==> src/rtl/uart_tx_arbiter_pkg.sv <==
// Shared types and defaults for the two-requester UART transmit arbiter.
package uart_arb_pkg;

  localparam int DEF_BYTES_PER_WORD = 4;
  localparam int DEF_BUSY_WAIT_MAX  = 16;
  localparam logic [7:0] HDR_BASE   = 8'hA0;

  typedef enum logic [2:0] {
    IDLE,
    ISSUE,
    WAIT_ACCEPT,
    WAIT_DONE,
    DONE
  } arb_state_e;

  function automatic logic [7:0] hdr_byte(input logic id);
    return HDR_BASE | {7'd0, id};
  endfunction

endpackage

==> src/rtl/uart_tx_arbiter_if.sv <==
// Requester and byte-transmitter signals seen by the arbiter (slave) and its environment (master).
interface uart_tx_arbiter_if #(
  parameter int BYTES_PER_WORD = uart_arb_pkg::DEF_BYTES_PER_WORD
);
  localparam int WORD_W = 8 * BYTES_PER_WORD;

  logic [1:0]        req;
  logic [WORD_W-1:0] word0;
  logic [WORD_W-1:0] word1;
  logic [1:0]        ack;
  logic [7:0]        tx_data;
  logic              tx_start;
  logic              tx_busy;
  logic              active;
  logic              grant_id;

  modport slave (
    input  req, word0, word1, tx_busy,
    output ack, tx_data, tx_start, active, grant_id
  );

  modport master (
    output req, word0, word1, tx_busy,
    input  ack, tx_data, tx_start, active, grant_id
  );
endinterface

==> src/rtl/uart_tx_arbiter_rr_arb2.sv <==
// Two-way round-robin pick: on a tie the requester that was not granted last wins.
module rr_arb2 (
  input  logic [1:0] req_i,
  input  logic       last_i,
  output logic       sel_o
);
  always_comb begin
    sel_o = last_i;
    if (&req_i) begin
      sel_o = ~last_i;
    end else if (req_i[0]) begin
      sel_o = 1'b0;
    end else if (req_i[1]) begin
      sel_o = 1'b1;
    end
  end
endmodule

==> src/rtl/uart_tx_arbiter.sv <==
// Serializes requester words MSB-first onto a shared byte UART transmitter, one locked frame per grant.
// Optional header byte (HDR_BASE | grant_id) ahead of each word when UART_FRAME_HDR_EN is defined.
module uart_tx_arbiter
  import uart_arb_pkg::*;
#(
  parameter int BYTES_PER_WORD = DEF_BYTES_PER_WORD,
  parameter int BUSY_WAIT_MAX  = DEF_BUSY_WAIT_MAX
) (
  input  logic              clock_i,
  input  logic              reset_i,
  uart_tx_arbiter_if.slave  bus_if
);
`ifdef UART_FRAME_HDR_EN
  localparam int FRAME_BYTES = BYTES_PER_WORD + 1;
`else
  localparam int FRAME_BYTES = BYTES_PER_WORD;
`endif
  localparam int SHIFT_W = 8 * FRAME_BYTES;
  localparam int CNT_W   = (FRAME_BYTES > 1) ? $clog2(FRAME_BYTES) : 1;
  localparam int WAIT_W  = $clog2(BUSY_WAIT_MAX + 1);
  localparam logic [CNT_W-1:0]  LAST_BYTE = CNT_W'(FRAME_BYTES - 1);
  localparam logic [WAIT_W-1:0] WAIT_LAST = WAIT_W'(BUSY_WAIT_MAX - 1);

  arb_state_e         state_q, state_d;
  logic [SHIFT_W-1:0] shift_q, shift_d;
  logic [CNT_W-1:0]   cnt_q, cnt_d;
  logic [WAIT_W-1:0]  wait_q, wait_d;
  logic               grant_q, grant_d;
  logic               sel;
  logic [SHIFT_W-1:0] load_word;

  rr_arb2 u_rr_arb2 (
    .req_i  (bus_if.req),
    .last_i (grant_q),
    .sel_o  (sel)
  );

`ifdef UART_FRAME_HDR_EN
  assign load_word = {hdr_byte(sel), (sel ? bus_if.word1 : bus_if.word0)};
`else
  assign load_word = sel ? bus_if.word1 : bus_if.word0;
`endif

  always_comb begin
    state_d = state_q;
    shift_d = shift_q;
    cnt_d   = cnt_q;
    wait_d  = wait_q;
    grant_d = grant_q;
    case (state_q)
      IDLE: begin
        if ((|bus_if.req) && !bus_if.tx_busy) begin
          grant_d = sel;
          shift_d = load_word;
          cnt_d   = '0;
          state_d = ISSUE;
        end
      end
      ISSUE: begin
        wait_d  = '0;
        state_d = WAIT_ACCEPT;
      end
      WAIT_ACCEPT: begin
        // A start the transmitter never acknowledged is treated as lost and resent.
        if (bus_if.tx_busy) begin
          state_d = WAIT_DONE;
        end else if (wait_q == WAIT_LAST) begin
          state_d = ISSUE;
        end else begin
          wait_d = wait_q + 1'b1;
        end
      end
      WAIT_DONE: begin
        if (!bus_if.tx_busy) begin
          if (cnt_q == LAST_BYTE) begin
            state_d = DONE;
          end else begin
            shift_d = shift_q << 8;
            cnt_d   = cnt_q + 1'b1;
            state_d = ISSUE;
          end
        end
      end
      DONE:    state_d = IDLE;
      default: state_d = IDLE;
    endcase
  end

  always_ff @(posedge clock_i) begin
    if (reset_i) begin
      state_q <= IDLE;
      shift_q <= '0;
      cnt_q   <= '0;
      wait_q  <= '0;
      grant_q <= 1'b1;
    end else begin
      state_q <= state_d;
      shift_q <= shift_d;
      cnt_q   <= cnt_d;
      wait_q  <= wait_d;
      grant_q <= grant_d;
    end
  end

  assign bus_if.tx_start = (state_q == ISSUE);
  assign bus_if.tx_data  = (state_q == ISSUE) ? shift_q[SHIFT_W-1 -: 8] : 8'h00;
  assign bus_if.active   = (state_q != IDLE);
  assign bus_if.grant_id = grant_q;
  assign bus_if.ack      = (state_q == DONE) ? (grant_q ? 2'b10 : 2'b01) : 2'b00;

endmodule

==> src/flat_wrapper.sv <==
// flat-port wrapper written by rule: the top's interface ports become plain ports
module uart_tx_arbiter_flat import uart_arb_pkg::*;
#(
  parameter int BYTES_PER_WORD = DEF_BYTES_PER_WORD,
  parameter int BUSY_WAIT_MAX  = DEF_BUSY_WAIT_MAX
)
  (clock_i, reset_i, bus_if_req, bus_if_word0, bus_if_word1, bus_if_tx_busy, bus_if_ack, bus_if_tx_data, bus_if_tx_start, bus_if_active, bus_if_grant_id);
  uart_tx_arbiter_if #(.BYTES_PER_WORD(BYTES_PER_WORD)) bus_if_i ();
  input  logic clock_i;
  input  logic reset_i;
  input wire logic [$bits(bus_if_i.req)-1:0] bus_if_req;
  input wire logic [$bits(bus_if_i.word0)-1:0] bus_if_word0;
  input wire logic [$bits(bus_if_i.word1)-1:0] bus_if_word1;
  input wire logic [$bits(bus_if_i.tx_busy)-1:0] bus_if_tx_busy;
  output wire logic [$bits(bus_if_i.ack)-1:0] bus_if_ack;
  output wire logic [$bits(bus_if_i.tx_data)-1:0] bus_if_tx_data;
  output wire logic [$bits(bus_if_i.tx_start)-1:0] bus_if_tx_start;
  output wire logic [$bits(bus_if_i.active)-1:0] bus_if_active;
  output wire logic [$bits(bus_if_i.grant_id)-1:0] bus_if_grant_id;
  assign bus_if_i.req = bus_if_req;
  assign bus_if_i.word0 = bus_if_word0;
  assign bus_if_i.word1 = bus_if_word1;
  assign bus_if_i.tx_busy = bus_if_tx_busy;
  assign bus_if_ack = bus_if_i.ack;
  assign bus_if_tx_data = bus_if_i.tx_data;
  assign bus_if_tx_start = bus_if_i.tx_start;
  assign bus_if_active = bus_if_i.active;
  assign bus_if_grant_id = bus_if_i.grant_id;
  uart_tx_arbiter #(.BYTES_PER_WORD(BYTES_PER_WORD), .BUSY_WAIT_MAX(BUSY_WAIT_MAX)) u_core (.clock_i(clock_i), .reset_i(reset_i), .bus_if(bus_if_i));
endmodule
==> config.mk <==
export PLATFORM = sky130hd
export DESIGN_NAME = uart_tx_arbiter_flat
export DESIGN_NICKNAME = d
export VERILOG_FILES = /design/src/rtl/uart_tx_arbiter_pkg.sv /design/src/rtl/uart_tx_arbiter_if.sv /design/src/rtl/uart_tx_arbiter_rr_arb2.sv /design/src/rtl/uart_tx_arbiter.sv /design/src/flat_wrapper.sv
export SDC_FILE = /design/constraint.sdc
export NUM_CORES = 1
export LEC_CHECK = 0
export CAP_MARGIN = 20
export CORE_MARGIN = 4
export CORE_UTILIZATION = 43
export DETAILED_ROUTE_END_ITERATION = 10
export GPL_TIMING_DRIVEN = 0
export PLACE_DENSITY = 0.76
export SLEW_MARGIN = 20
export SYNTH_ARGS = -nofsm -noshare
export SYNTH_HDL_FRONTEND = slang
export SYNTH_HIERARCHICAL = 1
export SYNTH_SLANG_ARGS = --single-unit
==> constraint.sdc <==
create_clock -name clock_i -period 1.8 [get_ports clock_i]
set_input_delay 0.36 -clock clock_i [delete_from_list [all_inputs] [get_ports clock_i]]
set_output_delay 0.36 -clock clock_i [all_outputs]
set_load 0.02 [all_outputs]
=== After elaboration in Yosys (flattened, before gate mapping) ===
Cells that the tools add are included.

* Flip-flop bits (word level): 43
* Bits of input ports: 69
* Output and inout bits: 13
* Logic and storage cells: 56

* $add $sub $neg: 2
* Eq/ne operators: 12
* Mux-type cells: 24
* Bitwise logic cells: 1
* Reductions and logical operators: 12

{| class="wikitable"
|+ Operators by type and width
! cell !! number
|-
| 32-bit 2-to-1 mux || 4
|-
| 32-bit case mux with 2 select lines || 1
|-
| 3-bit 2-to-1 mux || 5
|-
| 3-bit case mux with 4 select lines || 1
|-
| 2-bit 2-to-1 mux || 5
|-
| 5-bit 2-to-1 mux || 2
|-
| 5-bit case mux with 2 select lines || 1
|-
| 8-bit 2-to-1 mux || 1
|-
| 2-bit inequality test, second input constant || 4
|-
| 3-bit by 2-bit equality test with 1-bit output, second input constant || 2
|-
| 3-bit AND reduction || 2
|-
| 5-bit by 1-bit adder with 5-bit output, second input constant || 1
|-
| 5-bit by 4-bit equality test with 1-bit output, second input constant || 1
|-
| 2-bit case mux with 2 select lines || 1
|-
| 2-bit AND reduction || 2
|-
| 4-bit AND reduction || 1
|-
| 2-bit nonzero test || 2
|-
| 3-bit by 1-bit equality test with 1-bit output, second input constant || 1
|-
| 3-bit equality test, second input constant || 1
|-
| 3-bit logical NOT || 1
|-
| 1-bit 2-to-1 mux || 3
|-
| 3-bit by 2-bit inequality test with 1-bit output, second input constant || 1
|-
| 3-bit nonzero test || 1
|-
| 2-bit by 1-bit adder with 2-bit output, second input constant || 1
|-
| other kinds (6) || 6
|}

=== Depth between registers and ports, before layout ===
Gate-level depths: netlist of run 1.

* Depth in word-level cells: 6
* Gate-level depth with buffers: 8
* Depth with buffers taken out: 7

=== Hierarchy ===
Netlist of run 1, hierarchy kept.

{| class="wikitable"
|+ By module, submodules not included
! module !! times used !! cells an instance !! area each (um^2) !! seq. area each (um^2)
|-
| uart_tx_arbiter || 1 || 299 || 2,477.4 || 860.8
|-
| rr_arb2 || 1 || 2 || 13.8 || 0.0
|}

=== Least setup slack after synthesis of run 1 ===
Ideal clock, no wire load.

* Kind: register to output
* From: register u_core.state_q[2]
* To: output port bus_if_tx_data[0]
* Arrival: 1.438 ns
* Required time: 1.440 ns
* Setup slack: 0.002 ns
* Cell stages (with the launch flop): 6
* Buffers on the path: 2
* Path through: dfxtp_1 -> clkbuf_1 -> nand2b_1 -> nor2_1 -> clkbuf_1 -> and2_1

* Longest elaborated chain between the ends: 2

{| class="wikitable"
|+ RTL lines
! what !! RTL line !! source
|-
| start, declared || uart_tx_arbiter.sv:24 || <nowiki>arb_state_e state_q, state_d;</nowiki>
|-
| start signal, assigned || uart_tx_arbiter.sv:97 || <nowiki>state_q <= state_d;</nowiki>
|-
| 3-bit by 1-bit equality test with 1-bit output || n/a ||
|-
| via bus_if_tx_start || flat_wrapper.sv:17 || <nowiki>output wire logic [$bits(bus_if_i.tx_start)-1:0] bus_if_tx_start;</nowiki>
|-
| 8-bit 2-to-1 mux || uart_tx_arbiter.sv:106 || <nowiki>assign bus_if.tx_data = (state_q == ISSUE) ? shift_q[SHIFT_W-1 -: 8] : 8'h00;</nowiki>
|-
| end, declared || flat_wrapper.sv:16 || <nowiki>output wire logic [$bits(bus_if_i.tx_data)-1:0] bus_if_tx_data;</nowiki>
|}

The timed path passes the listed nets, and every way through them passes these cells.

=== Worst setup path after layout of run 1 ===
* From: register u_core.state_q[2]
* To: output port bus_if_tx_data[6]

* Longest elaborated chain between the ends: 2

{| class="wikitable"
|+ RTL lines
! what !! RTL line
|-
| 3-bit by 1-bit equality test with 1-bit output || uart_tx_arbiter.sv:106
|-
| 8-bit 2-to-1 mux || uart_tx_arbiter.sv:106
|}

No other way between the ends.

==> results of run 1 <==
state kept, by name, summed over array words and instances, names as in the netlist:
signal and cells:
u_core/wait_q 5, u_core/shift_q 32, u_core/state_q 3, u_core/bus_if.grant_id 1, u_core/cnt_q 2
worst min-delay path by stage:
stage | from | endpoint | slack [ps] | depth (start not counted)
6_report | bus_if_tx_busy | u_core/state_q[0] | 360 | 3
5_1_grt | bus_if_tx_busy | u_core/state_q[0] | 350 | 3
4_1_cts | bus_if_tx_busy | u_core/state_q[0] | 340 | 3
3_5_place_dp | u_core/shift_q[25] | u_core/shift_q[25] | 460 | 2
3_3_place_gp | u_core/cnt_q[1] | u_core/cnt_q[1] | 460 | 2
2_1_floorplan | u_core/shift_q[24] | u_core/shift_q[24] | 450 | 2
area by class of cell:
type                    count  area, sq um
inverters                   2         7.51
fillers                   458         1660
repair buffers             95          948
multi-input cells         223         1640
flip-flops and latches     43          875
well taps                  72         90.1
plain buffers              33          239
clock buffers               5         68.8
clock inverters             3         43.8
worst register-to-register path, stage by stage (launching register included):
cell     delay (ps)
dfxtp_4         370
ha_4            160
and3_4          180
ha_4            170
nor4_4          360
nand2_2         110
mux2_4          310
nor2_1           80
Yosys cell counts (3+ instances only):
cell type   n  share of area
o21ai_0    32          0.064
clkbuf_1   18          0.027
o2111ai_1  24          0.084
nor2_1      7          0.011
a21oi_1    37          0.074
and3_1      5          0.013
o21ai_1     3         0.0060
nand3_1     3         0.0060
mux2_2      9          0.041
ha_1        3          0.015
mux2i_1    26           0.10
buf_2      13          0.026
nand2_1    30          0.045
nand4_1     9          0.023
dfxtp_1    43           0.35
nor3_1      4         0.0080
nor3b_1     3         0.0090
and2_1      8          0.020
logic make-up (layout without fill, tap and decap cells):
family / Yosys count / count (layout) / synth area share
adder cells (fa/ha/maj): 3 / 3 / 0.0151
AO/OA/AOI/OAI: 104 / 104 / 0.259
buffers and inverters: 35 / 138 / 0.0623
multiplexers: 35 / 35 / 0.145
flip-flops: 43 / 43 / 0.346
AND/OR/NAND/NOR: 79 / 79 / 0.166
XOR/XNOR: 2 / 2 / 0.00703
where the power goes:
part / switching, W / internal [W] / total [W]
clock network: 0.000344 / 0.000413 / 0.000758
logic: 0.000554 / 0.000535 / 0.00109
registers: 0.0000656 / 0.00105 / 0.00111
layer usage:
| metal | track usage | share of wire | vias to the layer above |
|---|---|---|---|
| met2 | 0.359 | 0.51 | 112 |
| met4 | 0.0497 | 0.017 | 0 |
| met5 | 0 | 0 | - |
| met1 | 0.246 | 0.42 | 1297 |
| li1 | - | - | 1327 |
| met3 | 0.0454 | 0.056 | 12 |
per-stage QoR:
| step | total power, W | util |
|---|---|---|
| floorplan | 0.00165 | - |
| global placement | 0.00198 | 0.605 |
| detailed placement | 0.00199 | 0.605 |
| CTS | 0.00284 | 0.654 |
| global route | 0.00310 | 0.701 |
| finish | 0.00296 | 0.701 |
timing repair:
| action | 4_1_cts | 5_1_grt |
|---|---|---|
| resized for setup | 93 | 43 |
| buffers inserted | 6 | 7 |
| cloned | 1 | 2 |
| pin swaps | 8 | 6 |
| hold buffers | 0 | 0 |
| endpoints found under the setup margin | 47 | 48 |
==> summary.txt, run 1 <==
Die
  • Initial Util: 0.447
  • Horiz. Die Dim: 84.1 microns
  • I/O Pins: 82
  • Core area: 5570 sq um
  • DIE AREA: 7080 sq um
  • Die Y: 84.1 microns
  • Site Rows: 27

Yosys
  • Ys Warns: 6
  • Number of synthesized flops with an enable pin: 0
  • Main flop type after synthesis: dfxtp_1
  • Async SR Flop Fraction: 0
  • Avg Inst Size Synth: 8.28 sq um
  • Sequential fraction of the synthesis area: 0.346
  • Synth Net Count: 373
  • Synthesized instance count: 301
  • Synth unique cells: 39
  • Flops & latches, synth: 43
  • Cell Area, Synth: 2490 sq um

Setup path
  • CP max stage delay: 360 ps
  • Critical Path End Type: primary output
  • Required time of the critical path: 1440 ps
  • CP arrival: 1450 ps
  • Crit path to: bus_if_tx_data[6]
  • Crit-path most repeated cell: buf_8
  • Reg2Reg Setup Slack: -10 ps
  • Crit path cell chain: buf_8 > nand2b_4 > nor2_4 > buf_8 > and2_4 > buf_6
  • Critical path depth in cells: 6
  • R2r startpoint: u_core/wait_q[0]
  • CP top delay family: simple AND/OR/NAND/NOR gates
  • Worst path bufs/invs: 3
  • CP Class: reg2out
  • Startpoint types: register
  • Worst setup path start: u_core/state_q[2]
  • Register-to-Register Path Depth: 7
  • Crit Path Max Fanout: 5
  • Worst r2r dst: u_core/wait_q[4]
  • Slowest CP cell: dfxtp_4

Placed design
  • Gpl congestion: 0.836
  • # placed instances: 452
  • Placement Setup Slack: -577 ps
  • # port buffers: 79
  • Cell Area, Placed: 3370 sq um
  • Detail Placement HPWL: 5.34 mm

STA
  • Slew @ Worst Pin: 579 ps
  • Period utilisation layout: 1.01
  • Hold Vio Cnt, Final: 0
  • Max Freq: 551 MHz
  • Slew HR: 0.614
  • Final setup viols: 8
  • Crit path time final: 1810 ps
  • Hold Slack: 362 ps
  • RSZ-0062 raised after global routing: yes
  • Setup TNS: -69.6 ps
  • Slew Viols, Final: 0
  • Final worst slack: -14.4 ps
  • Final Skew: 5.97 ps

CTS
  • Clock Tree Root: clkbuf_8
  • H-tree depth: 2
  • CTS tree: done
  • Total CTS buffers: 5
  • Max Root-Sink Buffers: 2
  • Clock sink total: 43
  • Skew-Pair Late Insertion Delay: 300 ps
  • Clk slew on worst S/H paths: 80 ps

Final layout
  • Non-filler cells, final: 476
  • Share of layout cells above drive strength 1: 0.245
  • Leading cell type in the layout, fill and taps excluded: clkdlybuf4s50_1
  • Layout area overhead: 57.0%
  • # diodes: 0
  • # nets final: 475
  • Cell area after layout: 3910 sq um
  • Commonest non-fill, non-tap cells in the layout: clkdlybuf4s50_1 (66), dfxtp_1 (38), a21oi_1 (36)

Hold path
  • Hold Path Class: in2reg

Route
  • Vias post-DR: 2748
  • Initial DRC Count: 152
  • 1st-pass router iterations: 4
  • Vias per Instance: 5.77
  • Final wirelength: 8.10 mm
  • Routed length per instance: 17.0 microns
  • DRC: 0
  • Antenna Nets Post-Route: 0

Pwr
  • Peak VDD IR: 0.000534 V
  • Leakage power: 1.55 nW
  • Pwr/cell area: 756 nW/um^2

Status
  • Failing checks: setup timing
  • Run status: complete, but fails checks

Global routing
  • Initial antenna violation count: 0
  • Vias in the first global route: 2651
  • First-pass GRT wire length: 12.0 mm
  • Total Routing Usage GR: 0.202
  • Overflow left after global routing: 0
  • Largest net degree at the start of global routing: 15

Job
  • Max-cap violations: 0
Note: power is estimated with default switching activity, not from simulation.
==> run 2, diff against run 1 <==
- CTS_CLUSTER_DIAMETER: unset -> 30
==> results of run 2 <==
Same layout as run 1: the final DEF is identical, and so are final timing and power.
==> run 3, diff against run 2 <==
- CORE_MARGIN: 4 -> 2
==> run 3 against run 2 <==
The flow now finishes without violations. Clock power is 18% higher. Power is 2.8% higher. Sequential power hardly changed. Routed wire length is 4.1% lower. Critical path depth stayed put. Setup slack better by 38 ps. Hold slack worse by 42 ps. Utilization is 1.4 points lower. Cell count is 0.21% lower. Flip-flop and latch count stayed put. Largest power group unchanged.
==> summary.txt, run 3 (same netlist as run 1, synthesis figures left out) <==
Status
  • Run status: finished clean

Final layout
  • Register with the most flip-flops: u_core/shift_q
  • # nets final: 474 (-0.21%)
  • Largest register FFs: 32 (unchanged)
  • Fill count: 470 (+2.6%)
  • Share of layout cells above drive strength 1: 0.218 (-0.0267)
  • # diodes: 0 (unchanged)
  • Layout area overhead: 52.9%
  • Commonest non-fill, non-tap cells in the layout: clkdlybuf4s50_1 (65), dfxtp_1 (38), a21oi_1 (37)
  • Largest registers: u_core/shift_q (32), u_core/wait_q (5), u_core/state_q (3)
  • Leading cell type in the layout, fill and taps excluded: clkdlybuf4s50_1
  • Final Core Density: 0.687 (-0.0140)

CTS
  • CTS Hold Bufs: 0 (unchanged)
  • Skew-Pair Late Insertion Delay: 300 ps (about the same)
  • H-tree depth: 2 (unchanged)
  • CTS tree: done
  • Total CTS buffers: 5 (unchanged)
  • Max Root-Sink Buffers: 2 (unchanged)
  • Clock sink total: 43 (unchanged)
  • Clock Tree Root: clkbuf_8
  • Clk slew on worst S/H paths: 80 ps (about the same)

Setup path
  • Required time of the critical path: 1440 ps (about the same)
  • CP max stage delay: 350 ps (about the same)
  • Crit path cell chain: buf_8 > nand2b_4 > nor2_4 > buf_6 > and2_4 > buf_6
  • CP top delay family: simple AND/OR/NAND/NOR gates
  • Crit-path most repeated cell: buf_6
  • Crit Path Max Fanout: 5 (unchanged)
  • Slowest CP cell: dfxtp_4
  • CP Class: reg2out
  • CP arrival: 1420 ps (-30 ps)
  • Critical Path End Type: primary output
  • Startpoint types: register
  • Worst path bufs/invs: 3 (unchanged)

Placed design
  • Placement Setup Slack: -669 ps (-92.5 ps)
  • # port buffers: 79 (unchanged)
  • Detail Placement HPWL: 5.34 mm (+0.10%)
  • Gpl congestion: 0.850 (+1.7%)

Die
  • Initial Util: 0.450 (+0.00273)
  • I/O Pins: 82 (unchanged)
  • Site Rows: 27 (unchanged)
  • Core area: 5540 sq um (-0.61%)
  • Horiz. Die Dim: 80.1 microns (-4.8%)
  • Die Y: 80.1 microns (-4.8%)
  • DIE AREA: 6420 sq um (-9.3%)

Pwr
  • Leakage power: 1.53 nW (-1.1%)
  • Net Sw Frac: 0.307 (-0.0186)
  • Net switching power: 0.000934 W (-3.1%)
  • Clock Power Share: 0.294 (+0.038)
  • Pwr/cell area: 798 nW/um^2 (+5.5%)
  • Internal power: 0.00211 W (+5.6%)
  • Peak VDD IR: 0.000430 V (-19%)
  • Flop pwr share: 0.364 (-0.012)
  • Combinational Power Share: 0.342 (-0.026)

STA
  • Slew HR: 0.636 (+0.0216)
  • RSZ-0062 raised after global routing: yes
  • Slew @ Worst Pin: 547 ps (-32.4 ps)
  • Final worst slack: 23.1 ps (+37.5 ps)
  • Max Freq: 563 MHz (+2.1%)
  • Period utilisation layout: 0.987 (-0.0209)
  • Final setup viols: 0 (-8)
  • Crit path time final: 1780 ps (-37.5 ps)
  • Setup TNS: 0 ps (+69.6 ps)
  • Hold Vio Cnt, Final: 0 (unchanged)
  • Slew Viols, Final: 0 (unchanged)
  • Final Skew: 3.27 ps (-2.70 ps)

Route
  • Routed length per instance: 16.3 microns (-3.9%)
  • DRC: 0 (unchanged)
  • Initial DRC Count: 204 (+34%)
  • Vias per Instance: 5.75 (-0.45%)
  • WL met3: 439 microns (-3.3%)
  • Met1 WL: 3.31 mm (-1.6%)
  • 1st-pass router iterations: 5 (+1)
  • Met2 WL: 3.85 mm (-7.0%)
  • Vias post-DR: 2730 (-0.66%)
  • Final wirelength: 7.76 mm (-4.1%)
  • DR top layer: met4
  • Antenna Nets Post-Route: 0 (unchanged)

Global routing
  • Initial antenna violation count: 0 (unchanged)
  • Vias in the first global route: 2626 (-0.94%)
  • Overflow left after global routing: 0 (unchanged)
  • Total Routing Usage GR: 0.246 (+0.0438)
  • Largest net degree at the start of global routing: 14 (-1)
  • First-pass GRT wire length: 12.3 mm (+3.2%)

Hold path
  • Hold Path Class: in2reg

Job
  • Max-cap violations: 0 (unchanged)
run 3: cell count changes in the layout (fill, tap and decap cells not counted), moves of 2 or more:
cell	change
clkbuf_2	+2
mux2i_1	+3
o2111ai_1	+4
buf_8	-3
mux2i_4	-2
o2111ai_2	-4
dlygate4sd2_1	+3
clkbuf_16	-2
run 3: through the flow:
step                instances  power, W  instance area (sq um)  hold slack, ps
global route              475   0.00319                   3810             325
global placement          452   0.00198                   3370             461
CTS                       473   0.00302                   3780             311
finish                    475   0.00304                   3810             320
floorplan                 301   0.00165                   2490             449
detailed placement        452   0.00200                   3370             464
run 3: power groups by stage:
| stage | sequential, W | clock, W | combinational (W) |
|---|---|---|---|
| floorplan | 0.00110 | 0 | 0.000550 |
| global placement | 0.00111 | 0 | 0.000870 |
| detailed placement | 0.00112 | 0 | 0.000883 |
| CTS | 0.00110 | 0.000900 | 0.00102 |
| global route | 0.00112 | 0.000949 | 0.00113 |
| finish | 0.00111 | 0.000895 | 0.00104 |
run 3: worst min-delay path, delay by kind of cell:
| kind | cells | cell delay [ps] |
|---|---|---|
| buffers and inverters | 1 | 110 |
| AO/OA/AOI/OAI | 1 | 50 |
| AND/OR/NAND/NOR | 1 | 60 |
run 3: cell type report:
cell class	instances	area (sq um)	area share
tap	72	90.1	0.0237
buffer	33	220	0.0578
multi-input combinational	223	1550	0.406
clock buffer	6	72.6	0.0191
sequential	43	877	0.230
timing repair buffer	94	933	0.245
inverter	2	7.51	0.00197
clock inverter	2	60.1	0.0158
run 3: what timing repair did:
action,CTS,global route
cloned,2,0
pin swaps,9,4
gates resized for setup,103,13
setup buffers,11,3
setup endpoints to repair,47,34
run 3: worst paths after layout:
check,depth (start not counted),endpoint,slack (ps),startpoint
max,6,bus_if_tx_data[5],20,u_core/state_q[2]
min,3,u_core/state_q[0],320,bus_if_tx_busy
max reg2reg,8,u_core/wait_q[2],40,u_core/wait_q[1]
min reg2reg,2,u_core/shift_q[4],480,u_core/shift_q[4]
run 3: per-layer routing:
metal	GRT usage	vias to the layer above
li1	-	1330
met1	0.307	1279
met2	0.428	105
met3	0.0528	16
met4	0.0627	0
met5	0	-
